===== src/rtl/uart_pkg.sv =====
// Shared UART definitions for the transmit and receive paths.
//   tx_state_t      : transmitter state (IDLE / XMIT)
//   UART_BAUD_DIV   : clk cycles per bit period (receiver samples at half of it)
//   UART_FRAME_BITS : bits per 8N1 frame (start + 8 data + stop)
package uart_pkg;

    typedef enum logic {
        IDLE,
        XMIT
    } tx_state_t;

    localparam int unsigned UART_BAUD_DIV   = 2604;
    localparam int unsigned UART_FRAME_BITS = 10;

endpackage : uart_pkg


===== src/rtl/uart_tx_fifo_buf.sv =====
// Synchronous DEPTH x WIDTH FIFO feeding the UART transmitter.
//   clk, rst_n  : clock, asynchronous active-low reset (flushes the FIFO)
//   push_i      : write wr_data_i at the clk edge (ignored while full)
//   wr_data_i   : data to write
//   pop_i       : drop the head entry at the clk edge (ignored while empty)
//   rd_data_o   : current head entry (valid while !empty_o)
//   full_o      : DEPTH entries held
//   empty_o     : no entries held
module uart_tx_fifo_buf
    import uart_pkg::*;
#(
    parameter int unsigned DEPTH = 4,
    parameter int unsigned WIDTH = 8
) (
    input  logic             clk,
    input  logic             rst_n,
    input  logic             push_i,
    input  logic [WIDTH-1:0] wr_data_i,
    input  logic             pop_i,
    output logic [WIDTH-1:0] rd_data_o,
    output logic             full_o,
    output logic             empty_o
);

    localparam int unsigned AW = $clog2(DEPTH);
    localparam int unsigned CW = AW + 1;

    logic [WIDTH-1:0] mem_q [DEPTH];
    logic [AW-1:0]    wr_ptr_q;
    logic [AW-1:0]    rd_ptr_q;
    logic [CW-1:0]    count_q;
    logic [CW-1:0]    count_d;
    logic             do_push;
    logic             do_pop;

    assign full_o    = (count_q == CW'(DEPTH));
    assign empty_o   = (count_q == '0);
    assign rd_data_o = mem_q[rd_ptr_q];

    // Full blocks the write even if a pop happens on the same edge.
    assign do_push = push_i && !full_o;
    assign do_pop  = pop_i && !empty_o;

    always_comb begin
        count_d = count_q;
        unique case ({do_push, do_pop})
            2'b10:   count_d = count_q + CW'(1);
            2'b01:   count_d = count_q - CW'(1);
            default: count_d = count_q;
        endcase
    end

    // DEPTH is a power of two, so pointers wrap by natural overflow.
    always_ff @(posedge clk or negedge rst_n) begin
        if (!rst_n) begin
            wr_ptr_q <= '0;
            rd_ptr_q <= '0;
            count_q  <= '0;
        end else begin
            if (do_push) begin
                wr_ptr_q <= wr_ptr_q + AW'(1);
            end
            if (do_pop) begin
                rd_ptr_q <= rd_ptr_q + AW'(1);
            end
            count_q <= count_d;
        end
    end

    always_ff @(posedge clk) begin
        if (do_push) begin
            mem_q[wr_ptr_q] <= wr_data_i;
        end
    end

endmodule : uart_tx_fifo_buf


===== src/rtl/uart_tx_fifo.sv =====
// UART 8N1 transmitter with a write-side FIFO; frames go out LSB first and
// back-to-back while the FIFO has data.
//   clk, rst_n : clock, asynchronous active-low reset
//   trmt       : push tx_data into the FIFO (dropped and flagged while full)
//   tx_data    : byte to push
//   TX         : serial line, idles high
//   busy       : a frame is on the line
//   tx_done    : one-cycle pulse during the last cycle of each stop bit
//   full/empty : FIFO occupancy flags
//   ovf        : sticky, a push was attempted while full; cleared by reset
module uart_tx_fifo
    import uart_pkg::*;
#(
    parameter int unsigned BAUD_DIV = UART_BAUD_DIV,
    parameter int unsigned DEPTH    = 4
) (
    input  logic       clk,
    input  logic       rst_n,
    input  logic       trmt,
    input  logic [7:0] tx_data,
    output logic       TX,
    output logic       busy,
    output logic       tx_done,
    output logic       full,
    output logic       empty,
    output logic       ovf
);

    localparam int unsigned   BW        = $clog2(BAUD_DIV);
    localparam logic [BW-1:0] BAUD_LAST = BW'(BAUD_DIV - 1);
    localparam logic [3:0]    BIT_LAST  = 4'(UART_FRAME_BITS - 1);

    tx_state_t                    state_q;
    logic [BW-1:0]                baud_cnt_q;
    logic [3:0]                   bit_cnt_q;
    logic [UART_FRAME_BITS-1:0]   frame_q;
    logic [UART_FRAME_BITS-1:0]   frame_d;
    logic                         ovf_q;

    logic       fifo_full;
    logic       fifo_empty;
    logic [7:0] fifo_head;
    logic       pop;
    logic       baud_wrap;
    logic       frame_end;

    uart_tx_fifo_buf #(
        .DEPTH (DEPTH),
        .WIDTH (8)
    ) u_buf (
        .clk       (clk),
        .rst_n     (rst_n),
        .push_i    (trmt),
        .wr_data_i (tx_data),
        .pop_i     (pop),
        .rd_data_o (fifo_head),
        .full_o    (fifo_full),
        .empty_o   (fifo_empty)
    );

    assign baud_wrap = (state_q == XMIT) && (baud_cnt_q == BAUD_LAST);
    assign frame_end = baud_wrap && (bit_cnt_q == BIT_LAST);

    // The head is popped either to start from idle or to chain straight
    // onto the end of the current stop bit.
    assign pop     = !fifo_empty && ((state_q == IDLE) || frame_end);
    assign frame_d = {1'b1, fifo_head, 1'b0};

    always_ff @(posedge clk or negedge rst_n) begin
        if (!rst_n) begin
            state_q    <= IDLE;
            baud_cnt_q <= '0;
            bit_cnt_q  <= '0;
            frame_q    <= '1;
        end else begin
            unique case (state_q)
                IDLE: begin
                    if (!fifo_empty) begin
                        frame_q    <= frame_d;
                        baud_cnt_q <= '0;
                        bit_cnt_q  <= '0;
                        state_q    <= XMIT;
                    end
                end
                XMIT: begin
                    if (!baud_wrap) begin
                        baud_cnt_q <= baud_cnt_q + BW'(1);
                    end else begin
                        baud_cnt_q <= '0;
                        if (bit_cnt_q == BIT_LAST) begin
                            bit_cnt_q <= '0;
                            if (!fifo_empty) begin
                                frame_q <= frame_d;
                            end else begin
                                frame_q <= '1;
                                state_q <= IDLE;
                            end
                        end else begin
                            frame_q   <= {1'b1, frame_q[UART_FRAME_BITS-1:1]};
                            bit_cnt_q <= bit_cnt_q + 4'd1;
                        end
                    end
                end
            endcase
        end
    end

    always_ff @(posedge clk or negedge rst_n) begin
        if (!rst_n) begin
            ovf_q <= 1'b0;
        end else if (trmt && fifo_full) begin
            ovf_q <= 1'b1;
        end
    end

    // frame_q[0] is the line flop; it resets to 1 so TX idles high at once.
    assign TX      = frame_q[0];
    assign busy    = (state_q == XMIT);
    assign tx_done = frame_end;
    assign full    = fifo_full;
    assign empty   = fifo_empty;
    assign ovf     = ovf_q;

endmodule : uart_tx_fifo

===== config.mk =====
export PLATFORM = sky130hd
export DESIGN_NAME = uart_tx_fifo
export DESIGN_NICKNAME = d
export VERILOG_FILES = /design/src/rtl/uart_pkg.sv /design/src/rtl/uart_tx_fifo_buf.sv /design/src/rtl/uart_tx_fifo.sv
export SDC_FILE = /design/constraint.sdc
export NUM_CORES = 1
export LEC_CHECK = 0
export BUFFER_PORTS_ARGS = -buffer_cell sky130_fd_sc_hd__buf_2
export CAP_MARGIN = 20
export CORE_AREA = 4 4 59 101
export CTS_CLUSTER_DIAMETER = 200
export DETAILED_ROUTE_END_ITERATION = 7
export DIE_AREA = 0 0 63 105
export GPL_ROUTABILITY_DRIVEN = 0
export HOLD_SLACK_MARGIN = 0.05
export PLACE_DENSITY = 0.78
export SYNTH_ARGS = -nofsm -noshare
export SYNTH_HDL_FRONTEND = slang
export SYNTH_SLANG_ARGS = --single-unit

===== constraint.sdc =====
create_clock -name clk -period 3.29 [get_ports clk]
set_input_delay 0 -clock clk [delete_from_list [all_inputs] [get_ports clk]]
set_output_delay 0 -clock clk [all_outputs]
set_load 0.01 [all_outputs]

==> summary.txt, run 1 <==
Synthesis
  – Synthesized area: ~0.0030 mm²
  – Mapped Avg Cell Area: 13.7 µm²
  – Cells after Synth: 220
  – Post-synthesis sequential element count: 66
  – Synth async-reset ratio: 0.515
  – Area leader, netlist: edfxtp_1
  – Top cells by area, synth: edfxtp_1, dfrtp_1, dfstp_2
  – Post-synthesis cell type count: 53
  – Primary FF master, synth: edfxtp_1
  – Seq/Total Area, Yosys: 0.606
  – Post-synthesis net count: 240
  – Post-synth EDFFs: 32
  – Share of the synthesized area in the top cell type: 0.319
  – Synth Warn #: 0

Critical path
  – Critical R2R Launch: baud_cnt_q[4]$_DFFE_PN0P_
  – Req. time, crit path: 3570 ps
  – R2R depth: 9
  – CP cell instances: or4b_4 -> o31ai_4 -> and3_1 -> ha_1 -> inv_1 -> fa_1 -> xor2_1 -> nor2_1 -> xor2_1
  – Slowest stage delay, CP: 610 ps
  – CP Class: reg2reg
  – Top delay family on crit path: simple AND/OR/NAND/NOR gates
  – Crit path DAT: 2940 ps
  – Flop-to-flop setup slack: roughly 630 ps
  – Kind of end point of the critical path: flip-flop
  – Buf+Inv Stages, Crit Path: 1
  – Worst setup SP type: flip-flop
  – RR Endpoint: u_buf.count_q[2]$_DFFE_PN0P_
  – Worst path most repeated cell: xor2_1
  – CP max FO: 9
  – Slowest cell on the critical path: or4b_4

Routing
  – Pre-antenna DRT Iters: 4
  – Routed WL: about 5500 µm
  – Routed WL per cell: 17.6 µm
  – Via count: 1,870
  – DRC: 0
  – Via density: 5.99
  – Initial drt markers: 120
  – Antenna Violating Nets Remaining: 0

Clock network
  – Inserted Clock Buffers: 9
  – H-tree depth: 3
  – Cts repair resizes: 0
  – Skew-Pair Late Insertion Delay: 350 ps
  – Clock buffer depth: 2
  – CTS tree: done
  – Clock sinks: 66
  – Clk slew on worst S/H paths: around 80 ps
  – Root Buffer: clkbuf_8

STA
  – Tmin final: approximately 2700 ps
  – Total negative slack: 0 ps
  – Fin crit share: 0.810
  – Slew headroom: 0.494
  – Max Fclk: between 300 and 400 MHz
  – Hold_ws: 252 ps
  – RSZ-0062 raised after global routing: false
  – Worst-Margin Slew: 759 ps
  – Fin. Hold Viols: 0
  – Post-Route Skew: around 8.4 ps
  – Final slew viol count: 0
  – Final setup viols: 0

Placement
  – Port bufs: 16
  – Hpwl dp: about 3500 µm

Layout
  – P&R area growth vs syn: 14.0%
  – Nets: between 200 and 300
  – Commonest non-fill, non-tap cells in the layout: edfxtp_1, dfrtp_1, buf_2
  – Most common cell after layout, fill and taps aside: edfxtp_1
  – Ant. Diodes: 0
  – # fillers: approximately 360
  – Share of cells above drive strength 1: 0.233

Power and ir drop
  – Clock Power Share: 0.314
  – Power Dens Cells: 657 mW/mm²
  – Sw frac: 0.295
  – Worst VDD drop: 452 µV
  – LEAKAGE: ~1.3 nW
  – Switching Power: about 0.67 mW
  – Combinational share of power: 0.171
  – Sequential share of power: 0.515
  – Int Pwr: 1.59 mW

Die
  – Core area: 0.00521 mm²
  – Total die area: 0.00662 mm²
  – Die Height: 105 µm
  – Rows: 35
  – Starting Density: 0.578
  – DIE WIDTH: roughly 63 µm
  – Top-Level Pins: 17

GRT
  – Vias in the first global route: 1,940
  – GRT Total Usage: 0.189
  – Global-route wire length before repair: 9560 µm
  – Initial antenna violation count: 0
  – Largest net degree at the start of global routing: 35
  – Grt total ovfl: 0

Worst hold path
  – Hold/Removal Path Class: in2async

Run status
  – Status: completed

Run
  – Max-capacitance violation count: 0
power groups by stage:
stage               Sequential, mW  Combinational [mW]  Clock (mW)
floorplan                     1.13               0.309           0
global placement              1.16               0.376           0
detailed placement            1.17               0.380           0
CTS                           1.16               0.394       0.707
global route                  1.18               0.441       0.758
finish                        1.16               0.385       0.708
cells by family (layout without fill, tap and decap cells):
logic type,after synthesis,count (layout),share of synthesized area
adders and majority gates,9,9,0.0399
and+or+nand+nor,56,56,0.108
muxes,11,11,0.0702
buffers and inverters,21,58,0.0341
DFF,66,66,0.606
xor gates and xnor gates,7,7,0.0204
AOI/OAI and AO/OA,50,50,0.121
what timing repair did:
item | 4_1_cts | 5_1_grt
endpoints found under the setup margin | 0 | 0
buffers inserted | 0 | 0
hold buffers | 10 | 0
endpoints found under the hold margin | 58 | 0
metrics by stage:
step,area (µm²),power [mW],util,std cells,setup slack [ps]
after floorplan,3010,1.44,-,220,635
after global placement,3130,1.54,0.600,286,691
after detailed placement,3130,1.55,0.600,286,613
after CTS,3430,2.26,0.659,312,605
after global routing,3430,2.38,0.659,312,496
final,3430,2.25,0.659,312,625
cells in the mapped netlist, types with 6 or more instances:
library cell	n
mux4_2	8
nor2_1	13
o21ai_1	6
dfstp_2	9
nand2_1	9
a31oi_1	7
o21ai_0	7
ha_1	8
dfrtp_1	25
inv_1	13
edfxtp_1	32
a21oi_1	9
per-layer routing:
metal / part of all wire / global-route usage
met1: 0.41 / 0.226
met2: 0.53 / 0.319
met3: 0.029 / 0.0430
met4: 0.026 / 0.0869
met5: 0 / 0
final cells by class:
cell class	instances	area, µm²	share of cell area
clock buffer	9	124	0.0361
inverter	13	48.8	0.0142
timing repair buffer	29	203	0.0590
multi-input combinational	133	1080	0.316
tap	55	68.8	0.0200
clock inverter	7	81.3	0.0237
sequential	66	1820	0.531
worst register-to-register path: cells and delay by family (launching register included):
| family | cells | cell delay [ps] |
|---|---|---|
| AOI/OAI and AO/OA | 1 | 250 |
| xor gates and xnor gates | 2 | 290 |
| adders and majority gates | 2 | 570 |
| buffers and inverters | 1 | 60 |
| DFF | 1 | 480 |
| and+or+nand+nor | 3 | 950 |
sequential cells by signal, indices dropped and copies added (netlist names):
name and count:
bit_cnt_q 4, baud_cnt_q 12, frame_q 9, u_buf.rd_ptr_q 2, ovf 1, u_buf.count_q 3, busy 1, u_buf.wr_ptr_q 2
u_buf.mem_q 32
how the worst max path moves through the flow:
stage                              startpoint                           end  slack (ps)  cells past startpoint
finish              baud_cnt_q[4]$_DFFE_PN0P_  u_buf.count_q[2]$_DFFE_PN0P_         630                      9
global route        baud_cnt_q[4]$_DFFE_PN0P_  u_buf.count_q[2]$_DFFE_PN0P_         500                      9
CTS                 baud_cnt_q[4]$_DFFE_PN0P_  u_buf.count_q[2]$_DFFE_PN0P_         600                      9
detailed placement  baud_cnt_q[4]$_DFFE_PN0P_  u_buf.count_q[2]$_DFFE_PN0P_         610                      9
global placement    baud_cnt_q[4]$_DFFE_PN0P_  u_buf.count_q[2]$_DFFE_PN0P_         690                      9
floorplan           baud_cnt_q[4]$_DFFE_PN0P_  u_buf.count_q[2]$_DFFE_PN0P_         630                     10
Note: power is estimated with default switching activity, not from simulation.
==> run 2: changes to the inputs <==
- CORE_AREA: 4 4 59 101 -> 4 4 62 106
- DIE_AREA: 0 0 63 105 -> 0 0 66 110
- PLACE_DENSITY: 0.78 -> 0.74
- clock period: 3.29 -> 2.3 ns (I/O delays scaled with it)
==> summary.txt, run 2 (synthesis gave the netlist of run 1 again) <==
Run status
  – Status: finished with violations
  – Failing checks: negative setup slack

Critical path
  – Slowest cell on the critical path: or4bb_4
  – Worst path most repeated cell: xor2_1
  – Worst setup SP type: flip-flop
  – Kind of end point of the critical path: flip-flop
  – Req. time, crit path: 2530 ps
  – CP Class: reg2reg
  – Slowest stage delay, CP: 560 ps
  – Top delay family on crit path: simple AND/OR/NAND/NOR gates
  – CP cell instances: or4bb_4 -> o31ai_4 -> and3_4 -> ha_4 -> inv_2 -> fa_2 -> xor2_1 -> nor2_1 -> xor2_1
  – Buf+Inv Stages, Crit Path: 1
  – CP max FO: 2
  – Crit path DAT: between 2000 and 3000 ps

GRT
  – Vias in the first global route: about 2,000
  – GR met2 Demand/Resource: 0.300
  – GRT Total Usage: 0.180
  – Initial antenna violation count: 0
  – Met3 Use GR: 0.0507
  – Global-route wire length before repair: 9410 µm
  – GR peak layer: met2
  – GR Layer Usage met1: 0.200
  – Grt total ovfl: 0
  – Largest net degree at the start of global routing: 35

Clock network
  – Clock buffer depth: 2
  – H-tree depth: 3
  – Inserted Clock Buffers: 9
  – CTS tree: done
  – Clk slew on worst S/H paths: approximately 70 ps
  – Root Buffer: clkbuf_8
  – Skew-Pair Late Insertion Delay: 350 ps
  – Clock sinks: 66

Die
  – Die Height: 110 µm
  – Rows: 36
  – Starting Density: 0.535
  – DIE WIDTH: 66 µm
  – Top-Level Pins: 17
  – Total die area: 0.00726 mm²
  – Core area: 0.00563 mm²

STA
  – Total negative slack: -86.9 ps
  – Hold_ws: 251 ps
  – Max Fclk: 419 MHz
  – Final slew viol count: 0
  – Final setup margin: -86.9 ps
  – Tmin final: 2390 ps
  – Fin crit share: 1.04
  – Final setup viols: 1
  – Worst-Margin Slew: about 740 ps
  – RSZ-0062 raised after global routing: true
  – Post-Route Skew: 8.37 ps
  – Slew headroom: 0.504
  – Fin. Hold Viols: 0

Power and ir drop
  – LEAKAGE: 1.43 nW
  – PnR Total Power: ~3.1 mW
  – Power Dens Cells: roughly 870 mW/mm²
  – Worst VDD drop: 540 µV

Routing
  – Via count: between 1,500 and 2,000
  – Routed WL: 5490 µm
  – Initial drt markers: 181
  – Via density: 5.47
  – Antenna Violating Nets Remaining: 0
  – Pre-antenna DRT Iters: 4
  – Routed WL per cell: 15.4 µm
  – DRC: 0

Placement
  – Pre-CTS setup slack: -95.1 ps
  – Area after DPL: between 0.003 and 0.004 mm²
  – Placed Cells: 328
  – Hpwl dp: 3960 µm
  – Port bufs: 16

Layout
  – P&R area growth vs syn: 20.5%
  – Ant. Diodes: 0
  – Finished Layout Cells: 356
  – Share of cells above drive strength 1: 0.314
  – Largest Register: u_buf.mem_q
  – Top Registers: u_buf.mem_q x32, baud_cnt_q x12, frame_q x9
  – Most common cell after layout, fill and taps aside: edfxtp_1
  – Nets: 295
  – Cell area after layout: ~0.0036 mm²
  – Layout Utilization: 0.644
  – Largest register FFs: 32
  – Commonest non-fill, non-tap cells in the layout: edfxtp_1, buf_4, dfrtp_1

Worst hold path
  – Hold/Removal Path Class: in2async

Run
  – Max-capacitance violation count: 0
-- run 2: final timing paths --
kind                                                      to  slack (ps)                        from  cells past startpoint
worst max-delay path            u_buf.count_q[2]$_DFFE_PN0P_         -90  baud_cnt_q[10]$_DFFE_PN0P_                      9
worst min-delay path               baud_cnt_q[5]$_DFFE_PN0P_         250                       rst_n                      2
worst max register to register  u_buf.count_q[2]$_DFFE_PN0P_         -90  baud_cnt_q[10]$_DFFE_PN0P_                      9
worst min register to register               ovf$_DFFE_PN0P_         460             ovf$_DFFE_PN0P_                      1
max in group asynchronous          baud_cnt_q[9]$_DFFE_PN0P_        1570                       rst_n                      2
min in group clk                 u_buf.mem_q[0][0]$_DFFE_PP_         400                  tx_data[0]                      2
-- run 2: layout make-up --
| class | instances | area (µm²) |
|---|---|---|
| Clock buffer | 10 | 128 |
| Clock inverter | 6 | 43.8 |
| Fill cell | 438 | 2000 |
| Inverter | 13 | 48.8 |
| Multi-Input combinational cell | 133 | 1110 |
| Sequential cell | 66 | 1820 |
| Tap cell | 76 | 95.1 |
| Timing Repair Buffer | 52 | 375 |
-- run 2: routing by layer --
layer	part of all wire	wire, µm
met1	0.39	2160
met2	0.53	2900
met4	0.040	221
met3	0.038	207
met5	0	0
-- run 2: power by group --
group	switching, mW	leakage, nW	internal, mW	total, mW
logic	0.361	0.643	0.338	0.698
clock network	0.445	0.0866	0.394	0.839
registers	0.112	0.701	1.50	1.61
-- run 2: repair_timing --
action | in CTS | in global routing
setup endpoints to repair | 2 | 3
buffers inserted | 1 | 1
pin swaps | 3 | 1
resized for setup | 0 | 1
hold buffers | 10 | 0
endpoints found under the hold margin | 58 | 0
-- run 2: worst reg2reg max path, cell delays in order, from the launching register on --
cell and delay (ps):
dfrtp_1 380, or4bb_4 560, o31ai_4 260, and3_4 230, ha_4 130, inv_2 30, fa_2 320, xor2_1 140
nor2_1 60, xor2_1 150
==> run 3: changes to the inputs <==
- BUFFER_PORTS_ARGS: -buffer_cell sky130_fd_sc_hd__buf_2 -> -buffer_cell sky130_fd_sc_hd__buf_4
- CORE_AREA: 4 4 62 106 -> 2 2 60 104
- DIE_AREA: 0 0 66 110 -> 0 0 62 106
==> summary.txt, run 3 (synthesis gave the netlist of run 1 again) <==
Run status
  – Status: finished with violations
  – Failing checks: negative setup slack

Clock network
  – CTS tree: done
  – Inserted Clock Buffers: 9
  – Root Buffer: clkbuf_8
  – Cts repair resizes: 0
  – Clock buffer depth: 2
  – Skew-Pair Late Insertion Delay: 340 ps
  – Clock sinks: 66
  – H-tree depth: 3
  – Clk slew on worst S/H paths: around 80 ps

Die
  – Total die area: 0.00657 mm²
  – Top-Level Pins: 17
  – Core area: approximately 0.0058 mm²
  – Die Height: around 110 µm
  – Rows: 37
  – DIE WIDTH: ~62 µm
  – Starting Density: 0.520

Routing
  – Routed WL per cell: 15.8 µm
  – Detail Route met3 WL: 174 µm
  – Antenna Violating Nets Remaining: 0
  – Via density: 5.51
  – DRC: 0
  – Top layer in use: met4
  – Via count: 1,968
  – Met1 WL: around 2200 µm
  – Routed WL: 5630 µm
  – Initial drt markers: between 60 and 70
  – Met2 WL post-DR: 3160 µm
  – Pre-antenna DRT Iters: 4

Layout
  – P&R area growth vs syn: 22.7%
  – # fillers: 429
  – Largest Register: u_buf.mem_q
  – Layout Utilization: 0.638
  – Nets: 294
  – Most common cell after layout, fill and taps aside: buf_4
  – FF+latch area: 0.00182 mm²
  – Top Registers: u_buf.mem_q x32, baud_cnt_q x12, frame_q x9
  – Largest register FFs: 32
  – Commonest non-fill, non-tap cells in the layout: buf_4, edfxtp_1, dfrtp_1
  – Multi-input logic area: 0.00111 mm²
  – Ant. Diodes: 0
  – Share of cells above drive strength 1: 0.312

GRT
  – Vias in the first global route: 2,003
  – Global-route wire length before repair: 9340 µm
  – GRT Total Usage: 0.196
  – Grt total ovfl: 0
  – Initial antenna violation count: 0
  – Largest net degree at the start of global routing: 35

Critical path
  – Setup crit start: baud_cnt_q[4]$_DFFE_PN0P_
  – Req. time, crit path: 2520 ps
  – Kind of end point of the critical path: flip-flop
  – CP Class: reg2reg
  – R2R depth: 9
  – Flop-to-flop setup slack: -110 ps
  – RR Endpoint: u_buf.count_q[2]$_DFFE_PN0P_
  – CP max FO: 2
  – Crit path DAT: 2630 ps
  – Worst setup SP type: flip-flop
  – Critical R2R Launch: baud_cnt_q[4]$_DFFE_PN0P_

STA
  – Final slew viol count: 0
  – Final setup viols: 2
  – Worst-Margin Slew: 951 ps
  – Max Fclk: 415 MHz
  – Final setup margin: -108 ps
  – Fin crit share: 1.05
  – Slew headroom: 0.363
  – Hold_ws: between 100 and 150 ps
  – RSZ-0062 raised after global routing: true
  – Fin. Hold Viols: 0
  – Post-Route Skew: 7.05 ps
  – Tmin final: 2410 ps

Placement
  – Port bufs: 16
  – Pre-CTS setup slack: -87.5 ps
  – Hpwl dp: 3900 µm

Power and ir drop
  – Clock Power Share: 0.301
  – Switching Power: 0.962 mW
  – LEAKAGE: 1.45 nW
  – Combinational share of power: 0.218
  – Sw frac: 0.289
  – Worst VDD drop: 741 µV
  – Sequential share of power: 0.481
  – Int Pwr: 2.37 mW
  – Power Dens Cells: between 900 and 1000 mW/mm²

Run
  – Max-capacitance violation count: 0

Worst hold path
  – Hold/Removal Path Class: in2async
==> run 3: worst max path at each step <==
| stage | slack [ps] | cells after the start | endpoint |
|---|---|---|---|
| after detailed placement | -90 | 9 | u_buf.count_q[2]$_DFFE_PN0P_ |
| final | -110 | 9 | u_buf.count_q[2]$_DFFE_PN0P_ |
| after CTS | -110 | 9 | u_buf.count_q[2]$_DFFE_PN0P_ |
| after global routing | -170 | 9 | u_buf.count_q[2]$_DFFE_PN0P_ |
| after global placement | -80 | 9 | u_buf.count_q[2]$_DFFE_PN0P_ |
| after floorplan | -220 | 9 | u_buf.count_q[2]$_DFFE_PN0P_ |
==> run 3: worst max-delay path: stages, from the launching register on <==
cell and delay [ps]:
dfrtp_1 380, or4b_4 560, o31ai_4 260, and3_4 240, ha_4 130, inv_2 30, fa_2 320, xor2_1 150
nor2_1 70, xor2_1 150
==> run 3: per-stage QoR <==
stage / instance area [µm²] / total power, mW / TNS (ps) / instances
after floorplan: 3030 / 2.07 / -324 / 220
after CTS: 3690 / 3.36 / -110 / 356
after detailed placement: 3370 / 2.34 / -87.5 / 329
final: 3690 / 3.33 / -108 / 357
after global placement: 3370 / 2.31 / -76.6 / 329
after global routing: 3690 / 3.50 / -218 / 357
==> run 3: power groups by stage <==
| stage | Sequential, mW | Combinational [mW] | Clock [mW] |
|---|---|---|---|
| 2_1_floorplan | 1.62 | 0.451 | 0 |
| 3_3_place_gp | 1.62 | 0.694 | 0 |
| 3_5_place_dp | 1.63 | 0.716 | 0 |
| 4_1_cts | 1.60 | 0.734 | 1.02 |
| 5_1_grt | 1.62 | 0.810 | 1.06 |
| 6_report | 1.60 | 0.726 | 1.00 |
==> run 3: layout make-up <==
cell class / instances / area share
Timing Repair Buffer: 51 / 0.110
Inverter: 13 / 0.0132
Multi-Input combinational cell: 133 / 0.300
Clock inverter: 7 / 0.0227
Clock buffer: 9 / 0.0335
Sequential cell: 66 / 0.494
Tap cell: 78 / 0.0264
==> run 3: timing repair <==
action	CTS	global route
buffers inserted	1	1
endpoints found under the setup margin	2	2
pin swaps	3	1
hold buffers	10	0
hold endpoints to repair	67	0
==> run 3: routing by layer <==
layer  vias to the layer above  global-route usage
met5                         -                   0
met2                        39               0.327
met4                         0              0.0851
li1                        945                   -
met1                       973               0.226
met3                        11              0.0499
